[src/rtl/if_id_reg.sv]
`default_nettype none
// ============================================================================
// Module   : if_id_reg
// Brief    : IF/ID pipeline register with stall hold, branch flush bubbles,
//            multi-cycle squash of in-flight fetches and a stall watchdog.
//            Optional performance counters enabled by IF_ID_PERF_CNT_EN.
// Revision : 1.0 - initial release
// ============================================================================
module if_id_reg #(
  parameter int XLEN         = 64,
  parameter int FLUSH_CYCLES = 1,
  parameter int MAX_STALL    = 15
) (
  input  logic            clk,
  input  logic            rst_n,
  input  logic            IF_ID_writeEnable,
  input  logic            flush,
  input  logic            if_valid,
  input  logic [XLEN-1:0] if_pc,
  input  logic [31:0]     if_insn,
  output logic            id_valid,
  output logic [XLEN-1:0] id_pc,
  output logic [31:0]     id_insn,
  output logic            stalled,
  output logic            stall_timeout
`ifdef IF_ID_PERF_CNT_EN
  ,
  output logic [31:0]     perf_stall_cycles,
  output logic [31:0]     perf_bubbles
`endif
);

  localparam logic [31:0] NOP        = 32'h0000_0013;
  localparam logic [1:0]  SQUASH_INIT = 2'(FLUSH_CYCLES - 1);
  localparam logic [7:0]  STALL_LIMIT = 8'(MAX_STALL);

  typedef enum logic [1:0] {
    RUN    = 2'd0,
    HOLD   = 2'd1,
    SQUASH = 2'd2
  } state_t;

  state_t            state_q, state_d;
  logic [1:0]        squash_cnt_q, squash_cnt_d;
  logic [7:0]        stall_cnt_q, stall_cnt_d;
  logic              id_valid_q, id_valid_d;
  logic [XLEN-1:0]   id_pc_q, id_pc_d;
  logic [31:0]       id_insn_q, id_insn_d;
  logic              timeout_q, timeout_d;
  logic              bubble_w;
  logic              hold_w;

  // Next-state decode: flush beats hold, hold beats squash, squash beats capture.
  always_comb begin
    state_d      = state_q;
    squash_cnt_d = squash_cnt_q;
    stall_cnt_d  = stall_cnt_q;
    id_valid_d   = id_valid_q;
    id_pc_d      = id_pc_q;
    id_insn_d    = id_insn_q;
    timeout_d    = timeout_q;
    bubble_w     = 1'b0;
    hold_w       = 1'b0;
    if (flush) begin
      id_valid_d   = 1'b0;
      id_insn_d    = NOP;
      id_pc_d      = if_pc;
      squash_cnt_d = SQUASH_INIT;
      stall_cnt_d  = 8'd0;
      state_d      = (FLUSH_CYCLES > 1) ? SQUASH : RUN;
      bubble_w     = 1'b1;
    end else if (!IF_ID_writeEnable) begin
      // Pending squashes are kept so they resume once the stall releases.
      hold_w  = 1'b1;
      state_d = HOLD;
      if (stall_cnt_q == STALL_LIMIT) begin
        timeout_d = 1'b1;
      end
      if (stall_cnt_q != 8'hFF) begin
        stall_cnt_d = stall_cnt_q + 8'd1;
      end
    end else if (squash_cnt_q != 2'd0) begin
      // Only a real fetch consumes a squash slot; empty fetch slots are free.
      id_valid_d  = 1'b0;
      id_insn_d   = NOP;
      id_pc_d     = if_pc;
      stall_cnt_d = 8'd0;
      bubble_w    = 1'b1;
      if (if_valid) begin
        squash_cnt_d = squash_cnt_q - 2'd1;
      end
      state_d = (squash_cnt_d == 2'd0) ? RUN : SQUASH;
    end else begin
      id_valid_d  = if_valid;
      id_pc_d     = if_pc;
      id_insn_d   = if_valid ? if_insn : NOP;
      stall_cnt_d = 8'd0;
      state_d     = RUN;
    end
  end

  // Pipeline register, FSM state and watchdog, all cleared asynchronously.
  always_ff @(posedge clk or negedge rst_n) begin
    if (!rst_n) begin
      state_q      <= RUN;
      squash_cnt_q <= 2'd0;
      stall_cnt_q  <= 8'd0;
      id_valid_q   <= 1'b0;
      id_pc_q      <= '0;
      id_insn_q    <= NOP;
      timeout_q    <= 1'b0;
    end else begin
      state_q      <= state_d;
      squash_cnt_q <= squash_cnt_d;
      stall_cnt_q  <= stall_cnt_d;
      id_valid_q   <= id_valid_d;
      id_pc_q      <= id_pc_d;
      id_insn_q    <= id_insn_d;
      timeout_q    <= timeout_d;
    end
  end

  assign id_valid      = id_valid_q;
  assign id_pc         = id_pc_q;
  assign id_insn       = id_insn_q;
  assign stalled       = (state_q == HOLD);
  assign stall_timeout = timeout_q;

`ifdef IF_ID_PERF_CNT_EN
  logic [31:0] perf_stall_q;
  logic [31:0] perf_bubble_q;

  // Saturating event counters for hold cycles and inserted bubbles.
  always_ff @(posedge clk or negedge rst_n) begin
    if (!rst_n) begin
      perf_stall_q  <= 32'd0;
      perf_bubble_q <= 32'd0;
    end else begin
      if (hold_w && (perf_stall_q != 32'hFFFF_FFFF)) begin
        perf_stall_q <= perf_stall_q + 32'd1;
      end
      if (bubble_w && (perf_bubble_q != 32'hFFFF_FFFF)) begin
        perf_bubble_q <= perf_bubble_q + 32'd1;
      end
    end
  end

  assign perf_stall_cycles = perf_stall_q;
  assign perf_bubbles      = perf_bubble_q;
`else
  logic unused_w;
  assign unused_w = bubble_w ^ hold_w;
`endif

endmodule
`default_nettype wire

[config.mk]
export PLATFORM = sky130hd
export DESIGN_NAME = if_id_reg
export DESIGN_NICKNAME = d
export VERILOG_FILES = /design/src/rtl/if_id_reg.sv
export SDC_FILE = /design/constraint.sdc
export NUM_CORES = 1
export LEC_CHECK = 0
export ABC_AREA = 1
export BUFFER_PORTS_ARGS = -buffer_cell sky130_fd_sc_hd__buf_2
export CORE_ASPECT_RATIO = 2
export CORE_UTILIZATION = 40
export CTS_CLUSTER_SIZE = 30
export DETAILED_ROUTE_END_ITERATION = 12
export HOLD_SLACK_MARGIN = 0.05
export PLACE_DENSITY_LB_ADDON = 0.25
export SKIP_CTS_REPAIR_TIMING = 1
export SLEW_MARGIN = 20
export SYNTH_ARGS = -nofsm -noshare
export SYNTH_HDL_FRONTEND = slang
export SYNTH_SLANG_ARGS = --single-unit
[constraint.sdc]
create_clock -name clk -period 1.15 [get_ports clk]
set_input_delay 0.115 -clock clk [delete_from_list [all_inputs] [get_ports clk]]
set_output_delay 0.115 -clock clk [all_outputs]
set_load 0.02 [all_outputs]
==> Flow_metrics.wiki, run 1 <==
{| class="wikitable"
! Metric !! Value
|-
| Critical Path Start || squash_cnt_q[1]$_DFFE_PN0P_
|-
| Number of global-route vias before repair || 3754
|-
| Number of distinct standard cells referenced by the synthesized netlist || 23
|-
| Worst slew slack as a fraction of its limit || 0.7961
|-
| Total grt overflow || 0
|-
| Max-slew violation count || 0
|-
| Max IR drop VDD || 0.8552 mV
|-
| Commonest cells after routing, fill and taps aside || nand2_1, buf_2, dfrtp_1, dlygate4sd3_1, inv_1
|-
| Number of levels the H-tree was split into || 3
|-
| Worst-path clk slew || 0.07 ns
|-
| Number of buffers created by CTS || 9
|-
| Area occupied by registers || 2756 µm²
|-
| Total routed wire length on the met1 layer || 4592 µm
|-
| Maximum number of pins on one net before global-route repair || 56
|-
| Met3 wire length || 667 µm
|-
| Filler Cell Count || 796
|-
| Cell leakage power || 0.003947 µW
|-
| Number of endpoints failing setup at the final stage || 39
|-
| Worst-path fanout max || 7
|-
| Area Growth Syn to Fin || 65.00%
|-
| Period utilization || 1.166
|-
| Worst-skew pair later-pin latency || 0.34 ns
|-
| Peak Freq || 746.0 MHz
|-
| Post-Syn Nets || 595
|-
| Most common cell after layout, fill and taps aside || nand2_1
|-
| Min-delay src || if_insn[30]
|-
| Routed vias || 4333
|-
| Count of placed standard cells in the final layout, fillers left out || 943
|-
| Average cell area after synthesis || 8.873 µm²
|-
| Violation count after the first detailed-routing iteration || 148
|-
| Power per standard cell area || 1255 nW/µm²
|-
| Post-placement cell count || 826
|-
| Number of max-capacitance violations reported || 0
|-
| Post-Synthesis Cells || 492
|-
| Fin. Hold Viols || 0
|-
| Failing checks || negative setup slack
|-
| Number of antenna violations at the first check in global routing || 0
|-
| Number of search-and-repair iterations in the first detailed-routing pass || 7
|-
| Startpoint of the lowest-slack register-to-register path || squash_cnt_q[1]$_DFFE_PN0P_
|-
| Setup skew after layout || 0.008183 ns
|-
| Arrival @ worst endpoint || 1.61 ns
|-
| Detail Placement HPWL || 7962 µm
|-
| Uppermost layer routed || met4
|-
| Input/output buffers || 199
|-
| Remaining number of nets flagged by the antenna check after routing || 0
|-
| Min Tclk post-route || 1.340 ns
|-
| Total global-route track usage || 0.1912
|-
| Crit path setup slack, layout || -0.1904 ns
|-
| Crit path required time || 1.42 ns
|-
| Multi-input gate area in the final layout || 1505 µm²
|-
| Die Width || 75.87 µm
|-
| Master cell of the clock root buffer || clkbuf_16
|-
| DIE HEIGHT || 149.7 µm
|-
| Maximum number of buffers from clock root to sink || 2
|-
| Status || complete, but fails checks
|-
| Die Footprint || 11360 µm²
|-
| Share of post-route cells with drive strength above 1 || 0.3623
|-
| Critical path type || reg -> reg
|-
| Clock tree from TritonCTS || done
|-
| Count of clock tree sinks || 110
|-
| Final routed DRC violation total || 0
|-
| Antenna diode count || 0
|-
| Area of the mapped netlist || 4365 µm²
|-
| Area of the core || 10540 µm²
|-
| IO Count || 200
|-
| Final layout net count || 904
|-
| Flip-flop and latch count after synthesis || 110
|-
| Overall routed net length || 12790 µm
|-
| Core Rows || 53
|-
| Setup repair after global routing missed its margin || yes
|-
| Post-Route Setup TNS || -5.657 ns
|-
| Class of the most critical hold timing path || in -> reg
|-
| Starting density of the core || 0.4140
|-
| Share of synthesized area occupied by flip-flops and latches || 0.6314
|-
| WL per Instance || 13.56 µm
|-
| Wire length of the first global-routing pass || 16480 µm
|-
| Slew @ Worst Pin || 0.3042 ns
|-
| Vias per inst || 4.595
|-
| Critical path startpoint category || register
|-
| Routed length on met2 || 7171 µm
|-
| Final weighted congestion in routability-driven placement || 0.7753
|-
| Final hold slack || 0.02277 ns
|-
| Warning count from the yosys run || 0
|-
| Kind of capture point of the worst setup path || register
|}
-- state kept, by name, indices dropped and copies added, names as in the netlist --
signal / cells
stall_cnt_q: 8
state_q: 2
id_valid: 1
id_insn: 32
squash_cnt_q: 2
stall_timeout: 1
id_pc: 64
-- cell type report --
| class | instances | share of cell area |
|---|---|---|
| clock buffers | 10 | 0.03318 |
| clock inverters | 6 | 0.009554 |
| inverters | 46 | 0.02397 |
| multi-input cells | 315 | 0.2090 |
| flip-flops and latches | 110 | 0.3827 |
| well taps | 137 | 0.02380 |
| repair buffers | 319 | 0.3179 |
-- where the power goes --
group | switching [µW] | internal, µW | total, µW
Clock | 1390 | 1760 | 3160
Sequential | 132 | 4120 | 4250
Combinational | 914 | 716 | 1630
-- worst max-delay path: stages (launching register included) --
cell	delay, ns
dfrtp_1	0.39
inv_2	0.08
ha_4	0.13
inv_2	0.04
nor2_4	0.13
nand3_4	0.17
buf_6	0.19
o22ai_2	0.08
inv_1	0.06
-- cells in the mapped netlist --
master | count | area (µm²)
buf_6 | 4 | 45.04
or2_2 | 1 | 6.260
dfstp_2 | 3 | 78.83
buf_4 | 2 | 15.01
o22ai_1 | 3 | 18.77
ha_1 | 2 | 25.02
buf_2 | 14 | 70.07
o21ai_1 | 9 | 45.04
o21ai_0 | 27 | 135.1
o21bai_1 | 1 | 7.510
inv_2 | 1 | 3.750
inv_1 | 45 | 168.9
nand3_1 | 10 | 50.05
o211ai_1 | 1 | 7.510
nand4_1 | 4 | 25.02
nand2_1 | 238 | 893.4
nor3_1 | 3 | 15.01
nor2_2 | 2 | 12.51
clkbuf_1 | 1 | 3.750
nand3_2 | 1 | 10.01
dfrtp_1 | 107 | 2678
nor2_1 | 11 | 41.29
a21oi_1 | 2 | 10.01
-- through the flow --
step / worst slack (ns) / power, µW / util / instance area [µm²]
2_1_floorplan: -0.05344 / 4955 / - / 4375
6_report: -0.1904 / 9037 / 0.6832 / 7203
3_5_place_dp: -0.2291 / 5597 / 0.5341 / 5632
5_1_grt: -0.2648 / 9474 / 0.6832 / 7203
3_3_place_gp: -0.1125 / 5566 / 0.5341 / 5632
4_1_cts: -0.2341 / 8773 / 0.5633 / 5939
-- cells by family (layout without fill, tap and decap cells) --
family          Yosys count  in the layout  share of synthesized area
simple gates            270            270                     0.2413
flops                   110            110                     0.6314
buf+inv                  67            381                    0.07022
compound gates           43             43                    0.05131
fa+ha+maj                 2              2                   0.005731
-- final timing paths --
kind	to	slack [ns]	depth (start not counted)
max in group asynchronous	id_insn[4]$_DFFE_PN1N_	0.53	3
setup / recovery	id_insn[0]$_DFFE_PN1N_	-0.19	8
hold / removal	id_insn[30]$_DFFE_PN0N_	0.02	3
hold reg to reg	id_pc[35]$_DFFE_PN0N_	0.48	2
setup reg to reg	id_insn[0]$_DFFE_PN1N_	-0.19	8
min in group asynchronous	id_insn[13]$_DFFE_PN0N_	0.30	3
-- per-layer routing --
metal,up-vias,global-route usage
met1,2034,0.2102
met2,148,0.3416
met5,-,0
li1,2118,-
met4,0,0.08426
met3,33,0.03704
Note: power is estimated with default switching activity, not from simulation.
==> run 2, diff against run 1 <==
--- a/config.mk
+++ b/config.mk
@@ -5,7 +5,6 @@
 export SDC_FILE = /design/constraint.sdc
 export NUM_CORES = 1
 export LEC_CHECK = 0
-export ABC_AREA = 1
 export BUFFER_PORTS_ARGS = -buffer_cell sky130_fd_sc_hd__buf_2
 export CORE_ASPECT_RATIO = 2
 export CORE_UTILIZATION = 40
@@ -14,7 +13,7 @@
 export HOLD_SLACK_MARGIN = 0.05
 export PLACE_DENSITY_LB_ADDON = 0.25
 export SKIP_CTS_REPAIR_TIMING = 1
-export SLEW_MARGIN = 20
+export SLEW_MARGIN = 40
 export SYNTH_ARGS = -nofsm -noshare
 export SYNTH_HDL_FRONTEND = slang
 export SYNTH_SLANG_ARGS = --single-unit
==> Flow_metrics.wiki, run 2 <==
{| class="wikitable"
! Metric !! Value
|-
| Status || complete, but fails checks
|-
| Failing checks || negative setup slack
|-
| Area of the core || 10210 µm²
|-
| Crit path setup slack, layout || -0.1862 ns
|-
| Post-synthesis simple-gate area fraction || 0.2140
|-
| Portion of total power attributed to sequential cells || 0.472
|-
| Switching power || 2380 µW
|-
| Proportion of register bits with asynchronous set or reset after synthesis || 1.000
|-
| Number of search-and-repair iterations in the first detailed-routing pass || 5
|-
| Number of antenna violations at the first check in global routing || 0
|-
| Number of global-route vias before repair || 3661
|-
| Area of the mapped netlist || 4233 µm²
|-
| Most common cell after layout, fill and taps aside || nand2_1
|-
| Worst-skew pair later-pin latency || 0.34 ns
|-
| Slew @ Worst Pin || 0.3837 ns
|-
| Antenna diode count || 0
|-
| Total global-route track usage || 0.2037
|-
| Power per standard cell area || 1262 nW/µm²
|-
| Register-to-Register Setup Slack || -0.19 ns
|-
| Critical path type || reg -> reg
|-
| Flip-flop and latch count after synthesis || 110
|-
| Max FFs per register || 64
|-
| Most used standard cell by instance count after synthesis || nand2_1
|-
| Kind of capture point of the worst setup path || register
|-
| XOR/XNOR share of the synthesized area || 0.002069
|-
| Worst slew slack as a fraction of its limit || 0.7442
|-
| Number of endpoints failing setup at the final stage || 35
|-
| Warning count from the yosys run || 0
|-
| Arrival @ worst endpoint || 1.55 ns
|-
| Final weighted congestion in routability-driven placement || 0.8036
|-
| Input/output buffers || 199
|-
| Final Util || 0.6968
|-
| Share of post-route cells with drive strength above 1 || 0.3857
|-
| Number of levels the H-tree was split into || 3
|-
| Number of buffers created by CTS || 9
|-
| Area fraction of the dominant cell type after synthesis || 0.6326
|-
| Clock network power share || 0.352
|-
| Crit path required time || 1.37 ns
|-
| Min Tclk post-route || 1.336 ns
|-
| Share of the synthesized area in compound gates (AO/OA/AOI/OAI) || 0.09223
|-
| Final routed DRC violation total || 0
|-
| Wire length of the first global-routing pass || 17110 µm
|-
| Detail Placement HPWL || 8321 µm
|-
| Period utilization || 1.162
|-
| Worst-path clk slew || 0.07 ns
|-
| Overall routed net length || 13320 µm
|-
| Master cell of the clock root buffer || clkbuf_16
|-
| Die Footprint || 11020 µm²
|-
| Chain of cells forming the critical path || inv_2 > ha_4 > and4b_2 > buf_12 > a22o_1
|-
| Class of the most critical hold timing path || in -> reg
|-
| Critical path startpoint category || register
|-
| Commonest cells after routing, fill and taps aside || nand2_1, buf_2, dfrtp_1, dlygate4sd3_1, a22o_1
|-
| Filler Cell Count || 750
|-
| Post-synthesis cell type with the largest combined area || dfrtp_1
|-
| Final hold slack || 0.07439 ns
|-
| Routed vias || 4306
|-
| Maximum number of pins on one net before global-route repair || 63
|-
| Fin. Hold Viols || 0
|-
| Remaining number of nets flagged by the antenna check after routing || 0
|-
| Max IR drop VDD || 0.9081 mV
|-
| Count of clock tree sinks || 110
|-
| Post-Syn Nets || 517
|-
| Average cell area after synthesis || 10.22 µm²
|-
| Max-slew violation count || 0
|-
| Cell leakage power || 0.003796 µW
|-
| Leading register cell type out of synthesis || dfrtp_1
|-
| Maximum number of buffers from clock root to sink || 2
|-
| Share of synthesized area occupied by flip-flops and latches || 0.6512
|-
| Violation count after the first detailed-routing iteration || 174
|-
| Starting density of the core || 0.4144
|-
| Setup repair after global routing missed its margin || yes
|-
| Area Growth Syn to Fin || 68.16%
|-
| IO Count || 200
|-
| Post-Synthesis Cells || 414
|-
| Vias per inst || 4.927
|-
| Setup skew after layout || 0.007654 ns
|-
| DIE HEIGHT || 147.5 µm
|-
| Worst-path fanout max || 17
|-
| Fraction of synthesized area in multiplexers || 0.002365
|-
| Commonest cells in the synthesized netlist || nand2_1, dfrtp_1, a22o_1
|-
| Number of distinct standard cells referenced by the synthesized netlist || 35
|-
| Peak per-stage delay on the critical path || 0.37 ns
|-
| Total grt overflow || 0
|-
| Cell with the largest stage delay on the worst path || dfrtp_1
|-
| Peak Freq || 748.4 MHz
|-
| WL per Instance || 15.24 µm
|-
| EDFF count, synth || 0
|-
| Net Sw Frac || 0.2650
|-
| Design internal power || 6601 µW
|-
| Clock tree from TritonCTS || done
|-
| Combinational share of power || 0.175
|-
| Final layout net count || 837
|-
| Total power || 8981 µW
|-
| Adder-cell share of the synthesized area || 0.005912
|-
| Die Width || 74.74 µm
|-
| Largest family of logic cells by synthesized area || simple AND/OR/NAND/NOR gates
|-
| Top cells by area, synth || dfrtp_1, nand2_1, a22o_1, buf_2, dfstp_2
|-
| Core Rows || 52
|-
| Multi-input gate area in the final layout || 1474 µm²
|-
| Area occupied by registers || 2760 µm²
|-
| Number of max-capacitance violations reported || 0
|}
run 2: worst max-delay path: cells and delay by family (launching register included):
kind,cells,cell delay (ns)
AOI/OAI and AO/OA,1,0.20
adders and majority gates,1,0.17
buffers and inverters,2,0.22
DFF,1,0.37
and+or+nand+nor,1,0.25
run 2: logic make-up after synthesis:
kind of cell,count (synthesis)
flops,110
buf+inv,26
mux,1
compound gates,50
simple gates,224
fa+ha+maj,2
xor+xnor,1
run 2: final timing paths:
check,from,endpoint,cells after the start
min,flush,squash_cnt_q[0]$_DFFE_PN0P_,3
max in group asynchronous,rst_n,id_insn[0]$_DFFE_PN1N_,3
max reg2reg,squash_cnt_q[0]$_DFFE_PN0P_,id_insn[31]$_DFFE_PN0N_,5
max,squash_cnt_q[0]$_DFFE_PN0P_,id_insn[31]$_DFFE_PN0N_,5
min in group asynchronous,rst_n,id_insn[30]$_DFFE_PN0N_,2
min reg2reg,id_pc[39]$_DFFE_PN0N_,id_pc[39]$_DFFE_PN0N_,2
run 2: routing by layer:
metal  share of wire  GRT usage  vias to the layer above
met3           0.040    0.03067                       43
met4           0.038    0.08868                        0
met5               0          0                        -
met1            0.36     0.2242                     2098
met2            0.56     0.3707                      168
li1                -          -                     1997
run 2: per-stage QoR:
step | setup WS (ns) | area [µm²] | setup TNS (ns) | instances
2_1_floorplan | -0.1486 | 4274 | -2.540 | 414
3_3_place_gp | -0.1220 | 5645 | -5.131 | 756
3_5_place_dp | -0.1891 | 5645 | -7.357 | 756
4_1_cts | -0.2120 | 5956 | -5.477 | 772
5_1_grt | -0.2284 | 7118 | -6.528 | 874
6_report | -0.1862 | 7118 | -4.670 | 874
run 2: power by group through the flow:
stage	Sequential [µW]	Clock, µW	Combinational (µW)
6_report	4240	3170	1570
5_1_grt	4270	3410	1700
4_1_cts	4230	3260	1290
3_5_place_dp	4310	0	1290
3_3_place_gp	4300	0	1260
2_1_floorplan	4600	0	327
run 2: cell type report:
class                      instances  share of cell area
sequential                       110              0.3878
timing repair buffer             332              0.3363
multi-input combinational        278              0.2071
clock buffer                      11             0.03410
tap                              135             0.02373
clock inverter                     5            0.009492
inverter                           3            0.001582
